File: src/rtl/pipe_pkg.sv
// Shared types and constants for the 8-bit, 8-register pipelined datapath.
package pipe_pkg;

    localparam int DW = 8;
    localparam int AW = 3;

    typedef enum logic [1:0] {
        FWD_RF   = 2'b00,
        FWD_EXWB = 2'b01,
        FWD_HIST = 2'b10
    } fwd_sel_t;

    typedef struct packed {
        logic [AW-1:0] rd;
        logic [DW-1:0] result;
        logic          we;
    } wb_bus_t;

endpackage

File: src/rtl/ex_wb_stage_fwd_unit.sv
// Combinational operand forwarding: picks the newest pending write to rs,
// falling back to the register-file value captured in ID.
module fwd_unit
    import pipe_pkg::*;
(
    input  logic [AW-1:0] rs_i,
    input  logic [DW-1:0] rf_data_i,
    input  wb_bus_t       exwb_i,
    input  wb_bus_t       hist_i,
    output fwd_sel_t      sel_o,
    output logic [DW-1:0] op_o
);

    always_comb begin
        sel_o = FWD_RF;
        op_o  = rf_data_i;
        // EX/WB is checked first so the younger write shadows the history entry.
        if (exwb_i.we && (exwb_i.rd == rs_i)) begin
            sel_o = FWD_EXWB;
            op_o  = exwb_i.result;
        end else if (hist_i.we && (hist_i.rd == rs_i)) begin
            sel_o = FWD_HIST;
            op_o  = hist_i.result;
        end
    end

endmodule

File: src/rtl/ex_wb_stage.sv
// Execute stage and EX/WB register with two-deep writeback forwarding.
// Optional zero/carry flag outputs are built when EX_FLAGS_EN is defined.
module ex_wb_stage
    import pipe_pkg::*;
(
    input  logic          clk,
    input  logic          rst,
    input  logic          stall,
    input  logic          flush,
    input  logic [AW-1:0] rs1,
    input  logic [AW-1:0] rs2,
    input  logic [AW-1:0] rd,
    input  logic [DW-1:0] ext_data,
    input  logic [DW-1:0] data1,
    input  logic [DW-1:0] data2,
    input  logic          regwrite,
    input  logic          wbsel,
    output logic [AW-1:0] rdout,
    output logic [DW-1:0] resultout,
    output logic          regwriteout,
    output logic [1:0]    fwd1out,
    output logic [1:0]    fwd2out
`ifdef EX_FLAGS_EN
    ,
    output logic          zflagout,
    output logic          cflagout
`endif
);

    wb_bus_t       exwb_q, exwb_d;
    wb_bus_t       hist_q, hist_d;
    fwd_sel_t      fwd1_q, fwd1_d;
    fwd_sel_t      fwd2_q, fwd2_d;
    fwd_sel_t      sel1, sel2;
    logic [DW-1:0] op1, op2;
    logic [DW-1:0] sum;
    logic [DW-1:0] result;

    fwd_unit u_fwd1 (
        .rs_i      (rs1),
        .rf_data_i (data1),
        .exwb_i    (exwb_q),
        .hist_i    (hist_q),
        .sel_o     (sel1),
        .op_o      (op1)
    );

    fwd_unit u_fwd2 (
        .rs_i      (rs2),
        .rf_data_i (data2),
        .exwb_i    (exwb_q),
        .hist_i    (hist_q),
        .sel_o     (sel2),
        .op_o      (op2)
    );

`ifdef EX_FLAGS_EN
    logic carry;
    logic zflag_q, zflag_d;
    logic cflag_q, cflag_d;

    always_comb begin
        {carry, sum} = {1'b0, op1} + {1'b0, op2};
    end
`else
    always_comb begin
        sum = op1 + op2;
    end
`endif

    always_comb begin
        result = wbsel ? ext_data : sum;
    end

    always_comb begin
        exwb_d = exwb_q;
        hist_d = hist_q;
        fwd1_d = fwd1_q;
        fwd2_d = fwd2_q;
`ifdef EX_FLAGS_EN
        zflag_d = zflag_q;
        cflag_d = cflag_q;
`endif
        // A flush still ages the retiring write so it stays forwardable.
        if (flush) begin
            hist_d = exwb_q;
            exwb_d = '0;
            fwd1_d = FWD_RF;
            fwd2_d = FWD_RF;
`ifdef EX_FLAGS_EN
            zflag_d = 1'b0;
            cflag_d = 1'b0;
`endif
        end else if (!stall) begin
            hist_d        = exwb_q;
            exwb_d.rd     = rd;
            exwb_d.result = result;
            exwb_d.we     = regwrite;
            fwd1_d        = sel1;
            fwd2_d        = sel2;
`ifdef EX_FLAGS_EN
            zflag_d = (result == '0);
            cflag_d = carry & ~wbsel;
`endif
        end
    end

    always_ff @(posedge clk) begin
        if (rst) begin
            exwb_q <= '0;
            hist_q <= '0;
            fwd1_q <= FWD_RF;
            fwd2_q <= FWD_RF;
`ifdef EX_FLAGS_EN
            zflag_q <= 1'b0;
            cflag_q <= 1'b0;
`endif
        end else begin
            exwb_q <= exwb_d;
            hist_q <= hist_d;
            fwd1_q <= fwd1_d;
            fwd2_q <= fwd2_d;
`ifdef EX_FLAGS_EN
            zflag_q <= zflag_d;
            cflag_q <= cflag_d;
`endif
        end
    end

    assign rdout       = exwb_q.rd;
    assign resultout   = exwb_q.result;
    assign regwriteout = exwb_q.we;
    assign fwd1out     = fwd1_q;
    assign fwd2out     = fwd2_q;
`ifdef EX_FLAGS_EN
    assign zflagout = zflag_q;
    assign cflagout = cflag_q;
`endif

endmodule

File: config.mk
export PLATFORM = sky130hd
export DESIGN_NAME = ex_wb_stage
export DESIGN_NICKNAME = d
export VERILOG_FILES = /design/src/rtl/pipe_pkg.sv /design/src/rtl/ex_wb_stage_fwd_unit.sv /design/src/rtl/ex_wb_stage.sv
export SDC_FILE = /design/constraint.sdc
export NUM_CORES = 1
export LEC_CHECK = 0
export BUFFER_PORTS_ARGS = -buffer_cell sky130_fd_sc_hd__buf_2
export CORE_MARGIN = 2
export CORE_UTILIZATION = 47
export CTS_CLUSTER_DIAMETER = 100
export DETAILED_ROUTE_END_ITERATION = 7
export PLACE_DENSITY = 0.76
export SLEW_MARGIN = 25
export SYNTH_ARGS = -nofsm -noshare
export SYNTH_HDL_FRONTEND = slang
export SYNTH_SLANG_ARGS = --single-unit
export TNS_END_PERCENT = 1
File: constraint.sdc
create_clock -name clk -period 2.95 [get_ports clk]
set_clock_uncertainty 0.2 [all_clocks]
set_input_delay 0.295 -clock clk [delete_from_list [all_inputs] [get_ports clk]]
set_output_delay 0.295 -clock clk [all_outputs]
set_load 0.02 [all_outputs]
==> impl_metrics.ini <==
[setup_path]
worstPathRequired_ns = 2.96
critPathMaxFanout = 4
startpoint_type = register
criticalPathCategory = register to register
crit_path_max_incr_delay_ns = 0.39
arrival_ns = 3.07
cp-end-kind = register
path_buf_inv = 2
cpMostUsedCell = o21ai_2
critPathTopFamily = compound AO/OA/AOI/OAI gates
cp_cell_sequence = xnor2_2 > nand4_1 > buf_4 > mux2i_1 > a21oi_1 > ha_2 > inv_1 > fa_2 > nor2b_2 > o21ai_2 > a21oi_2 > o21ai_2 > nor3b_1 > o31a_1 > nor3_1
cp_slowest_cell = dfxtp_4

[job]
drv_cap = 0

[clock_tree]
cts_hold_buffers = 0
clkSlewWorstSetupHoldPaths_ns = 0.11
clock_latency_ns = 0.28
htree_levels = 1
numCtsBuffers = 3
cts.sinks = 28
cts_buffer_depth = 2
root_buffer = clkbuf_8
cts_tree = yes

[sta]
tns_ns = -0.117
relSlewSlack_pct = 58.8
fin_crit_sh_pct = 104
max_freq_mhz = 327
fin_crit_ns = 3.06
worst_slack_ns = -0.108
setup_violations = 2
tightest_slew_ns = 0.617
hold_viol_final = 0
rsz0062_at_grt = yes
slew_viol_final = 0

[die]
fp.coreArea_mm2 = 0.00397
fp-row-count = 23
die_y_um = 68.2
fp.dieArea_mm2 = 0.00465
start_util_pct = 48.8
io_pins = 55
die_w_um = 68.2

[power]
power_leakage_nw = 1.29
finalPower_mw = 0.966
peakVddDrop_v = 0.000198
p_per_area_mw_per_mm2 = 362

[synthesis]
ys_async_sr_fraction_pct = 0
syn_inst = 242
synth_nets = 289
synthFlopType = dfxtp_1
syn_area_mm2 = 0.00194
ys_seq_area_share_pct = 28.9
yosys_warnings = 0
ys_ff_latch = 28
synth_edf_count = 0
synth_cell_type_count = 43
syn_avg_cell_area_um2 = 8.00

[global_route]
grt_max_degree = 30
grt_usage_pct = 26.0
grt_first_pass_wirelength_mm = 8.96
grt_pass1_vias = 1931
antenna_found_initial = 0
grt-ovfl-total = 0

[finish]
fin_area_mm2 = 0.00267
fill_cells = 316
multi_input_area_mm2 = 0.00140
fin_util_pct = 67.3
seqCellArea_um2 = 582
synthToLayoutAreaGrowth_pct = 38.0
drive_gt1_share_pct = 39.8
nets = 367
antennaDiodeCount = 0

[placed_design]
place_area_mm2 = 0.00245
dpl.hpwl_mm = 3.95
port_buffers = 54
place_congestion = 0.899

[drt]
wl_per_cell_um = 15.8
drt-total-wl_mm = 5.84
drt_pass1_iterations = 4
first_iter_violations = 130
vias = 2025
vias_per_cell = 5.49
drc = 0
antenna_left = 0

[worst_hold_path]
hp-class = primary input to register

[run_status]
status = finished with violations
violations = setup timing
[power by group]
| part | switching (mW) | internal, mW |
|---|---|---|
| logic | 0.132 | 0.120 |
| clock network | 0.133 | 0.182 |
| registers | 0.0136 | 0.386 |
| total | 0.279 | 0.687 |
[synthesized netlist by cell type, types with 2 or more instances]
cell      number  area [µm²]
nand2_1       35         131
a21oi_1       33         165
nor2_1        29         109
dfxtp_1       28         561
mux2i_1       24         240
o21ai_0       14        70.1
clkbuf_1      10        37.5
xnor2_1       10        87.6
inv_1          9        33.8
ha_1           7        87.6
nor2b_1        3        18.8
xnor2_2        3        48.8
and3_1         2        12.5
buf_6          2        22.5
nand4_1        2        12.5
nor3_1         2        10.0
o31a_1         2        17.5
xor2_1         2        17.5
[tightest hold or removal path, cell delays in order]
cell	delay [ns]
buf_2	0.07
mux2i_1	0.05
nor2_1	0.07
[per-stage QoR]
stage,worst slack [ns],std cells,hold slack (ns)
2_1_floorplan,0.0334,242,0.164
3_3_place_gp,-0.292,360,0.251
3_5_place_dp,-0.361,360,0.265
4_1_cts,-0.0462,369,0.0348
5_1_grt,-0.248,369,0.0529
6_report,-0.108,369,0.0327
[final cells by class]
cell class                      count  share of cell area (%)
Inverter                            9                    1.26
Multi-Input combinational cell    191                    52.4
Timing Repair Buffer               87                    19.5
Tap cell                           50                    2.34
Clock inverter                      1                    1.12
Clock buffer                        3                    1.54
Sequential cell                    28                    21.8
[logic make-up (layout without fill, tap and decap cells)]
group | after synthesis | in the layout | synth area share [%]
DFF | 28 | 28 | 28.9
xor gates and xnor gates | 15 | 15 | 7.95
AOI/OAI and AO/OA | 59 | 59 | 18.2
adders and majority gates | 8 | 8 | 5.56
muxes | 24 | 24 | 12.4
buffers and inverters | 23 | 100 | 5.94
and+or+nand+nor | 85 | 85 | 21.1
[registers in the layout (all words and copies together), names as in the netlist]
register / count
fwd1out: 2
fwd2out: 2
hist_q: 12
rdout: 3
regwriteout: 1
resultout: 8
[cell usage in the layout, fill, tap and decap left out, types with 2 or more instances in the layout]
cell type,instances
buf_2,54
nand2_1,35
buf_4,32
a21oi_1,31
nor2_1,29
mux2i_1,24
dfxtp_1,21
o21ai_0,12
inv_1,9
xnor2_2,6
ha_1,6
dfxtp_4,5
xnor2_1,4
xnor2_4,3
o21ai_2,3
clkbuf_8,3
nand4_4,2
nand4_1,2
xor2_1,2
nor2b_1,2
nor3_1,2
o31a_1,2
a21oi_2,2
and3_1,2
dfxtp_2,2
[worst paths after layout]
kind,startpoint,to,slack [ns],cells past startpoint
min,rd[1],rdout[1],0.03,3
min reg2reg,hist_q[3],hist_q[3],0.27,2
max reg2reg,hist_q[10],resultout[6],-0.11,15
max,hist_q[10],resultout[6],-0.11,15
[metal layers]
layer  vias up  GRT usage, %  wire length [µm]
met5         -             0                 0
met1       940          32.4              2400
li1        991             -                 -
met2        78          45.1              2910
met4         0          9.75               152
met3        16          3.95               379
[what timing repair did]
item / 4_1_cts / 5_1_grt
resized for setup: 18 / 7
buffers inserted: 5 / 0
pin swaps: 12 / 1
setup endpoints to repair: 3 / 5
Note: power is estimated with default switching activity, not from simulation.
